===== src/rtl/mips_trace_pkg.sv =====
// Shared MIPS decode constants and trace record definitions used by the
// retire-trace buffer and its instruction classifier.
package mips_trace_pkg;

  localparam int CLS_W   = 4;
  localparam int NUM_CLS = 10;

  localparam logic [CLS_W-1:0] CLS_OTHER = 4'd0;
  localparam logic [CLS_W-1:0] CLS_ADD   = 4'd1;
  localparam logic [CLS_W-1:0] CLS_SUB   = 4'd2;
  localparam logic [CLS_W-1:0] CLS_AND   = 4'd3;
  localparam logic [CLS_W-1:0] CLS_OR    = 4'd4;
  localparam logic [CLS_W-1:0] CLS_ORI   = 4'd5;
  localparam logic [CLS_W-1:0] CLS_LW    = 4'd6;
  localparam logic [CLS_W-1:0] CLS_SW    = 4'd7;
  localparam logic [CLS_W-1:0] CLS_BEQ   = 4'd8;
  localparam logic [CLS_W-1:0] CLS_J     = 4'd9;

  localparam logic [5:0] OP_RTYPE = 6'd0;
  localparam logic [5:0] OP_J     = 6'd2;
  localparam logic [5:0] OP_BEQ   = 6'd4;
  localparam logic [5:0] OP_ORI   = 6'd13;
  localparam logic [5:0] OP_LW    = 6'd35;
  localparam logic [5:0] OP_SW    = 6'd43;

  localparam logic [5:0] FN_ADD = 6'd32;
  localparam logic [5:0] FN_SUB = 6'd34;
  localparam logic [5:0] FN_AND = 6'd36;
  localparam logic [5:0] FN_OR  = 6'd37;

  typedef enum logic [1:0] {
    ST_IDLE,
    ST_ARMED,
    ST_CAPTURE
  } trace_state_e;

  // Record layout at the default widths; rec_w() gives the width for any sizing.
  typedef struct packed {
    logic [15:0]      cycle;
    logic [31:0]      pc;
    logic [CLS_W-1:0] cls;
    logic [31:0]      wd;
  } trace_rec_t;

  localparam int TRACE_REC_W = $bits(trace_rec_t);

  function automatic int rec_w(int pc_w, int data_w, int cyc_w);
    return cyc_w + pc_w + CLS_W + data_w;
  endfunction

endpackage


===== src/rtl/mips_instr_classify.sv =====
// Combinational classifier: maps a MIPS instruction word onto a trace class code.
module mips_instr_classify
  import mips_trace_pkg::*;
(
  input  logic [31:0]      instr,
  output logic [CLS_W-1:0] cls
);

  logic [5:0] op;
  logic [5:0] fn;
  logic       unused_fields;

  assign op = instr[31:26];
  assign fn = instr[5:0];
  assign unused_fields = ^instr[25:6];

  always_comb begin
    cls = CLS_OTHER;
    case (op)
      OP_RTYPE: begin
        case (fn)
          FN_ADD:  cls = CLS_ADD;
          FN_SUB:  cls = CLS_SUB;
          FN_AND:  cls = CLS_AND;
          FN_OR:   cls = CLS_OR;
          default: cls = CLS_OTHER;
        endcase
      end
      OP_ORI:  cls = CLS_ORI;
      OP_LW:   cls = CLS_LW;
      OP_SW:   cls = CLS_SW;
      OP_BEQ:  cls = CLS_BEQ;
      OP_J:    cls = CLS_J;
      default: cls = CLS_OTHER;
    endcase
  end

endmodule


===== src/rtl/mips_trace_buffer.sv =====
// Retire-trace capture: classifies retiring instructions, stores stamped
// records in a circular buffer with show-ahead valid/ready readout.
module mips_trace_buffer
  import mips_trace_pkg::*;
#(
  parameter int DEPTH  = 16,
  parameter int PC_W   = 32,
  parameter int DATA_W = 32,
  parameter int CYC_W  = 16,
  parameter int CNT_W  = 16,
  localparam int FW    = $clog2(DEPTH + 1)
) (
  input  logic              clk,
  input  logic              rst,
  input  logic              retire_valid,
  input  logic [PC_W-1:0]   retire_pc,
  input  logic [31:0]       retire_instr,
  input  logic [DATA_W-1:0] retire_wd,
  input  logic              cap_en,
  input  logic              wrap_mode,
  input  logic              trig_en,
  input  logic [PC_W-1:0]   trig_pc,
  output logic              rd_valid,
  input  logic              rd_ready,
  output logic [CYC_W-1:0]  rd_cycle,
  output logic [PC_W-1:0]   rd_pc,
  output logic [CLS_W-1:0]  rd_class,
  output logic [DATA_W-1:0] rd_wd,
  output logic [FW-1:0]     fill,
  output logic              overflow,
  output logic [CNT_W-1:0]  drop_cnt,
  input  logic [CLS_W-1:0]  cls_sel,
  output logic [CNT_W-1:0]  cls_cnt
);

  localparam int AW = $clog2(DEPTH);
  localparam logic [CNT_W-1:0] CNT_MAX = '1;

  trace_state_e      state_q, state_d;
  logic [CYC_W-1:0]  cyc_q;
  logic [AW-1:0]     wr_ptr_q, wr_ptr_d, rd_ptr_q, rd_ptr_d;
  logic [FW-1:0]     fill_q, fill_d;
  logic              overflow_q;
  logic [CNT_W-1:0]  drop_q;
  logic [CNT_W-1:0]  cnt_q [NUM_CLS];

  logic [CYC_W-1:0]  cyc_mem [DEPTH];
  logic [PC_W-1:0]   pc_mem  [DEPTH];
  logic [CLS_W-1:0]  cls_mem [DEPTH];
  logic [DATA_W-1:0] wd_mem  [DEPTH];

  logic [CLS_W-1:0]  ret_cls;
  logic              trig_hit, elig, full, pop, do_write, overwrite, lost;

  mips_instr_classify u_classify (
    .instr (retire_instr),
    .cls   (ret_cls)
  );

  // The trigger instruction is eligible in the same cycle the FSM leaves ARMED.
  assign trig_hit = (state_q == ST_ARMED) && cap_en && retire_valid &&
                    (retire_pc == trig_pc);
  assign elig     = retire_valid && ((state_q == ST_CAPTURE) || trig_hit);

  always_comb begin
    state_d = state_q;
    if (!cap_en) begin
      state_d = ST_IDLE;
    end else begin
      case (state_q)
        ST_IDLE:  state_d = trig_en ? ST_ARMED : ST_CAPTURE;
        ST_ARMED: if (trig_hit) state_d = ST_CAPTURE;
        default:  state_d = state_q;
      endcase
    end
  end

  always_ff @(posedge clk) begin
    if (rst) begin
      state_q <= ST_IDLE;
      cyc_q   <= '0;
    end else begin
      state_q <= state_d;
      cyc_q   <= cyc_q + CYC_W'(1);
    end
  end

  assign full      = (fill_q == FW'(DEPTH));
  assign rd_valid  = (fill_q != '0);
  assign pop       = rd_valid && rd_ready;
  assign do_write  = elig && (!full || pop || wrap_mode);
  // When full the write pointer equals the read pointer, so overwriting
  // replaces the oldest record and the head must move past it.
  assign overwrite = elig && full && !pop && wrap_mode;
  assign lost      = elig && full && !pop;

  always_comb begin
    fill_d   = fill_q;
    wr_ptr_d = wr_ptr_q;
    rd_ptr_d = rd_ptr_q;
    if (do_write)         wr_ptr_d = wr_ptr_q + AW'(1);
    if (pop || overwrite) rd_ptr_d = rd_ptr_q + AW'(1);
    if (do_write && !overwrite && !pop) fill_d = fill_q + FW'(1);
    else if (pop && !do_write)          fill_d = fill_q - FW'(1);
  end

  always_ff @(posedge clk) begin
    if (rst) begin
      wr_ptr_q   <= '0;
      rd_ptr_q   <= '0;
      fill_q     <= '0;
      overflow_q <= 1'b0;
      drop_q     <= '0;
    end else begin
      wr_ptr_q <= wr_ptr_d;
      rd_ptr_q <= rd_ptr_d;
      fill_q   <= fill_d;
      if (lost) begin
        overflow_q <= 1'b1;
        if (drop_q != CNT_MAX) drop_q <= drop_q + CNT_W'(1);
      end
    end
  end

  always_ff @(posedge clk) begin
    if (!rst && do_write) begin
      cyc_mem[wr_ptr_q] <= cyc_q;
      pc_mem[wr_ptr_q]  <= retire_pc;
      cls_mem[wr_ptr_q] <= ret_cls;
      wd_mem[wr_ptr_q]  <= retire_wd;
    end
  end

  for (genvar g = 0; g < NUM_CLS; g++) begin : g_cnt
    always_ff @(posedge clk) begin
      if (rst)
        cnt_q[g] <= '0;
      else if (elig && (ret_cls == CLS_W'(g)) && (cnt_q[g] != CNT_MAX))
        cnt_q[g] <= cnt_q[g] + CNT_W'(1);
    end
  end

  always_comb begin
    cls_cnt = '0;
    for (int i = 0; i < NUM_CLS; i++)
      if (cls_sel == CLS_W'(i)) cls_cnt = cnt_q[i];
  end

  assign rd_cycle = rd_valid ? cyc_mem[rd_ptr_q] : '0;
  assign rd_pc    = rd_valid ? pc_mem[rd_ptr_q]  : '0;
  assign rd_class = rd_valid ? cls_mem[rd_ptr_q] : '0;
  assign rd_wd    = rd_valid ? wd_mem[rd_ptr_q]  : '0;
  assign fill     = fill_q;
  assign overflow = overflow_q;
  assign drop_cnt = drop_q;

endmodule


===== config.mk =====
export PLATFORM = sky130hd
export DESIGN_NAME = mips_trace_buffer
export DESIGN_NICKNAME = d
export VERILOG_FILES = /design/src/rtl/mips_trace_pkg.sv /design/src/rtl/mips_instr_classify.sv /design/src/rtl/mips_trace_buffer.sv
export SDC_FILE = /design/constraint.sdc
export NUM_CORES = 1
export LEC_CHECK = 0
export CAP_MARGIN = 20
export CORE_MARGIN = 2
export CORE_UTILIZATION = 55
export CTS_BUF_LIST = sky130_fd_sc_hd__clkbuf_2
export DETAILED_ROUTE_END_ITERATION = 7
export GPL_TIMING_DRIVEN = 0
export PLACE_DENSITY = 0.76
export SLEW_MARGIN = 15
export SYNTH_ARGS = -nofsm -noshare
export SYNTH_HDL_FRONTEND = slang
export SYNTH_SLANG_ARGS = --single-unit

===== constraint.sdc =====
create_clock -name clk -period 32.5 [get_ports clk]
set_clock_uncertainty 0.1 [all_clocks]
set_input_delay 6.5 -clock clk [delete_from_list [all_inputs] [get_ports clk]]
set_output_delay 6.5 -clock clk [all_outputs]
set_load 0.01 [all_outputs]

[Yosys cells after proc, flatten, opt, wreduce, memory -nomap -nowiden]
Memories as Yosys holds them, arrays and structs flattened. A register that Yosys moved wholly into a read port is not among the register bits.
Index checks and enable logic that the tools add are counted.
Cells by class
  add/sub/neg operators: 16
  eq/ne operators: 43
  muxes and demuxes: 73
  bitwise operators: 11
  reductions and logical operators: 52
Operator list (count)
  16-bit two-way mux: 21
  16-bit by 1-bit adder with 16-bit output (second input constant): 12
  16-bit != test (second input constant): 11
  32-bit two-way mux: 2
  6-bit == test (second input constant): 6
  4-bit two-way mux: 9
  1-bit two-way mux: 34
  1-bit logical AND: 33
  32-bit == test: 1
  4-bit by 3-bit == test with 1-bit output (second input constant): 8
  4-bit case mux with 6 select lines: 1
  4-bit by 2-bit == test with 1-bit output (second input constant): 4
  4-bit == test (second input constant): 4
  3-bit case mux with 4 select lines: 1
  5-bit two-way mux: 2
  1-bit bitwise OR: 10
  4-bit by 1-bit adder with 4-bit output (second input constant): 2
  4-bit by 1-bit == test with 1-bit output (second input constant): 2
  4-bit logical NOT: 2
  6-bit by 2-bit == test with 1-bit output (second input constant): 1
  6-bit by 3-bit == test with 1-bit output (second input constant): 1
  6-bit by 4-bit == test with 1-bit output (second input constant): 1
  6-bit logical NOT: 1
  5-bit by 1-bit adder with 5-bit output (second input constant): 1
  other kinds (15): 25
Storage, ports and cells
  register bits: 48
  memory bits (writable): 1504
  word-level logic and storage cells: 207
  memories: 5
Memories
  pc_mem: words 16, bits a word 32, read ports 1, clocked after memory_dff 1, write ports 1, RTL line mips_trace_buffer.sv:48  | logic [PC_W-1:0] pc_mem [DEPTH];
  wd_mem: words 16, bits a word 32, read ports 1, clocked after memory_dff 1, write ports 1, RTL line mips_trace_buffer.sv:50  | logic [DATA_W-1:0] wd_mem [DEPTH];
  cyc_mem: words 16, bits a word 16, read ports 1, clocked after memory_dff 1, write ports 1, RTL line mips_trace_buffer.sv:47  | logic [CYC_W-1:0] cyc_mem [DEPTH];
  cnt_q: words 10, bits a word 16, read ports 10, clocked after memory_dff 0, write ports 10, RTL line mips_trace_buffer.sv:45  | logic [CNT_W-1:0] cnt_q [NUM_CLS];
  cls_mem: words 16, bits a word 4, read ports 1, clocked after memory_dff 1, write ports 1, RTL line mips_trace_buffer.sv:49  | logic [CLS_W-1:0] cls_mem [DEPTH];

[Logic depth before layout (Yosys ltp)]
  depth in word-level cells: 13
  gate-level depth with buffers: 15
  mapped depth without buffers: 15

[Modules after synthesis]
A second synthesis with hierarchy kept.
Second synthesis, totals
  cells, all modules: 3305
  area, all modules: 63507.2 µm²
By module, submodules not included
  mips_trace_buffer: times used 1, cells an instance 3284, area each 63357.0 µm²
  mips_instr_classify: times used 1, cells an instance 21, area each 150.1 µm²

[Worst setup path before layout]
No wires, ideal clock.
  path type: in2reg
  start point: in trig_pc[6]
  end point: mem cls_mem[0][0], enable pin
  setup time: 0.733 ns
  arrival time: 15.832 ns
  required time: 31.667 ns
  slack: 15.835 ns
  cell stages on the path: 8
  path buffers: 2
  cells stage by stage: xor2_1 > nor4_1 > nand4_1 > nor3_1 > o21ai_0 > buf_2 > buf_1 > nor4_1
On the way
  cells in the longest elaborated chain, start to end: 8
RTL lines
  start: declaration: RTL line mips_trace_buffer.sv:22  | input logic [PC_W-1:0] trig_pc,
  32-bit == test: RTL line mips_trace_buffer.sv:62  | (retire_pc == trig_pc);
  1-bit logical AND: RTL line mips_trace_buffer.sv:61  | assign trig_hit = (state_q == ST_ARMED) && cap_en && retire_valid &&
  1-bit logical OR: RTL line mips_trace_buffer.sv:63  | assign elig = retire_valid && ((state_q == ST_CAPTURE) || trig_hit);
  1-bit logical AND: RTL line mips_trace_buffer.sv:63
  1-bit logical AND: RTL line mips_trace_buffer.sv:91  | assign do_write = elig && (!full || pop || wrap_mode);
  1-bit logical AND: RTL line mips_trace_buffer.sv:126  | if (!rst && do_write) begin
  1-bit two-way mux: RTL line mips_trace_buffer.sv:126
  1-bit two-way mux (not written as such): RTL line mips_trace_buffer.sv:129  | cls_mem[wr_ptr_q] <= ret_cls;
  end: declaration: RTL line mips_trace_buffer.sv:49
Every way passes these cells.

[Worst setup path after layout]
  start point: in cls_sel[1]
  end point: out cls_cnt[7]
On the way
  cells in the longest elaborated chain, start to end: 11
RTL lines
  start: declaration: RTL line mips_trace_buffer.sv:32  | input logic [CLS_W-1:0] cls_sel,
  4-bit logical NOT: RTL line mips_trace_buffer.sv:146  | if (cls_sel == CLS_W'(i)) cls_cnt = cnt_q[i];
  16-bit two-way mux (9 in a row): RTL line mips_trace_buffer.sv:146
  16-bit two-way mux *: RTL line mips_trace_buffer.sv:146
  end: declaration: RTL line mips_trace_buffer.sv:33  | output logic [CNT_W-1:0] cls_cnt
Every way passes the cells marked *; elsewhere a longest branch is shown, timed or not.

==> run summary <==
CTS Root Cell = clkbuf_2
Largest delay share family, worst path = buffers and inverters
final hold vios = 0
CP Data Arrival Time = 10.28 ns
critical path type = input pin to primary output
placed cell count = 5319
First-pass DRT Iterations = 5
WL final = 160600 um
setup TNS = 0 ns
Synth area leaders = edfxtp_1 71%, mux4_2 15%, xor2_1 1.6%, dfxtp_1 1.6%, nor2_1 1.6%
DR vias/cell = 6.075
vias = 36410
CP max-delay cell = clkdlybuf4s50_1
most frequent cells in the layout = 1504 x edfxtp_1, 551 x clkbuf_2, 420 x mux4_2, 273 x nor2_1, 240 x clkdlybuf4s50_1
Slew Viols, Final = 0
Crit path required time = 25.90 ns
Clock Path Buffers = 4
Post-synth ARST share = 0%
Synth Warn # = 0
number of synthesized register bits = 1556
I/O Buffers = 240
post-route ant nets = 0
CTS tree = done
Post-synth EDFFs = 1504
die area = 0.1180 sq mm
Tmin final = 16.88 ns
CTS Buf Count = 385
CP Capture Type = primary output
maxcap violations = 0
Max Freq = 0.05923 GHz
Hold Slack = 0.3963 ns
maximum vdd drop = 0.04217 mV
vias in the first global route = 36890
clock slew at reported path FFs = 0.10 ns
Mapped Cells = 3311
# setup viols final = 0
initial antenna violation count = 10
CTS Hold Bufs = 0
first-pass GRT wire length = 234800 um
worst-margin pin slew = 1.161 ns
Final period util = 51.95%
Starting DRT DRC Count = 4454
total power = 0.004603 W
Setup Fix Bufs, Post-CTS = 0
fraction of layout cells with a size suffix above 1 = 29.68%
Post-Syn Area = 0.06338 sq mm
ys flop type = edfxtp_1
CTS H-tree lvls = 5
CP peak stage delay = 0.60 ns
P per Cell Area = 62.69 mW/mm^2
global-route usage over all layers = 27.52%
largest net degree at the start of global routing = 23
# clock sinks = 1556
status = completed
Seq/Total Area, Yosys = 72.90%
Leak = 24.05 nW
RSZ-0062 raised after global routing = no
fin nets = 4369
placed cell area = 0.06989 sq mm
Die H = 343.5 um
Detail Placement HPWL = 111500 um
Initial Util = 55.43%
CP max FO = 10
CP Buf/Inv Count = 4
syn avg cell area = 19.14 sq um
Yosys top cell by area = edfxtp_1
commonest non-fill, non-tap cell in the layout = edfxtp_1
Residual DRC = 0
Hold WC Path Type = flip-flop to flip-flop
drt wl/cell = 26.80 um
Core Rows = 124
Resized Gates After CTS = 0
Final GP Congestion = 0.9050
core area = 0.1143 sq mm
Synth Net Count = 3471
Clock Latency Late Sink = 1.60 ns
critical path launch point type = input pin
Slew headroom = 22.60%
GRT overflow = 0
Final Non-Filler Cells = 5993
area share of the leading cell type in the synthesized netlist = 71.26%
synth unique cells = 65
Multi-input gate area = 0.01660 sq mm
Area growth syn-to-layout = 15.83%
FF+latch area = 0.04620 sq mm
critical-path cell list = clkdlybuf4s50_1 > clkbuf_1 > clkbuf_1 > mux2i_1 > o21ai_0 > a222oi_1 > a21oi_1 > o22ai_1 > nand2_1 > clkdlybuf4s50_1
Layout fillers = 7791
number of I/O pins = 262
Die W = 343.5 um
design area = 0.07341 sq mm
through the flow:
| stage | worst slack [ns] | util [%] |
|---|---|---|
| final | 15.62 | 64.20 |
| after global routing | 15.59 | 64.20 |
| after CTS | 15.75 | 64.02 |
| after detailed placement | 15.77 | 61.12 |
| after global placement | 1.574 | 59.19 |
| after floorplan | 15.83 | - |
state kept, by name, summed over array words and instances, names as in the netlist, named ones only:
| register | cells |
|---|---|
| cls_mem | 64 |
| cnt_q | 160 |
| cyc_mem | 256 |
| cyc_q | 16 |
| drop_cnt | 16 |
| fill | 5 |
| overflow | 1 |
| pc_mem | 512 |
| rd_ptr_q | 4 |
| state_q | 2 |
| wd_mem | 512 |
| wr_ptr_q | 4 |
metal layers:
metal | track usage [%] | up-vias | wire length [um]
met2 | 44.01 | 2126 | 78410
met4 | 9.380 | 14 | 4517
li1 | - | 15420 | -
met5 | 0 | - | 83
met3 | 7.134 | 294 | 17150
met1 | 37.26 | 18550 | 60440
worst register-to-register path: stages, from the launching register on:
cell and delay, ns:
dfxtp_1 0.42, nand4b_1 0.51, nor2_1 0.25, nand4_1 0.17
nor3_2 0.21, buf_4 0.24, o21ai_0 0.13, buf_2 0.24
buf_1 0.33, nor3_2 0.89, buf_4 0.37, buf_4 0.25
buf_6 0.18, buf_4 0.18
worst paths after layout:
path	to	cells after the start	from	slack [ns]
setup reg to reg	pc_mem[15][10]	13	state_q[0]	27.69
hold / removal	overflow	2	overflow	0.40
hold reg to reg	overflow	2	overflow	0.40
setup / recovery	cls_cnt[7]	10	cls_sel[1]	15.62
report_power, final:
| group | total [W] | switching, W | internal, W |
|---|---|---|---|
| clock network | 0.00125 | 0.000758 | 0.000489 |
| registers | 0.00222 | 0.0000182 | 0.00220 |
| logic | 0.00113 | 0.000571 | 0.000562 |
final cells by class:
type | count | area share (%)
Sequential cell | 1556 | 62.94
Multi-Input combinational cell | 1572 | 22.62
Tap cell | 1512 | 2.577
Antenna cell | 6 | 0.02045
Clock inverter | 106 | 0.7891
Clock buffer | 547 | 3.729
Buffer | 154 | 0.8266
Timing Repair Buffer | 511 | 6.357
Inverter | 29 | 0.1483
cell usage after synthesis, types with 14 or more instances:
cell,instances
nand3_1,92
dfxtp_1,52
nor4_1,16
nor3_1,29
nand2b_1,14
mux2i_1,25
mux4_2,420
a21oi_1,34
nor2_1,273
xnor2_1,75
edfxtp_1,1504
nor2b_1,15
clkbuf_1,114
buf_1,29
inv_1,27
nand2_1,123
and3_1,36
xor2_1,119
o21ai_0,37
and2_1,86
ha_1,20
nand4_1,34
cells by family after synthesis:
logic type      synth area share (%)
compound gates                 1.660
xor+xnor                       2.681
fa+ha+maj                     0.4264
buf+inv                        1.113
flops                          72.90
mux                            15.48
simple gates                   5.741
Power figures use the tool's default switching activity.
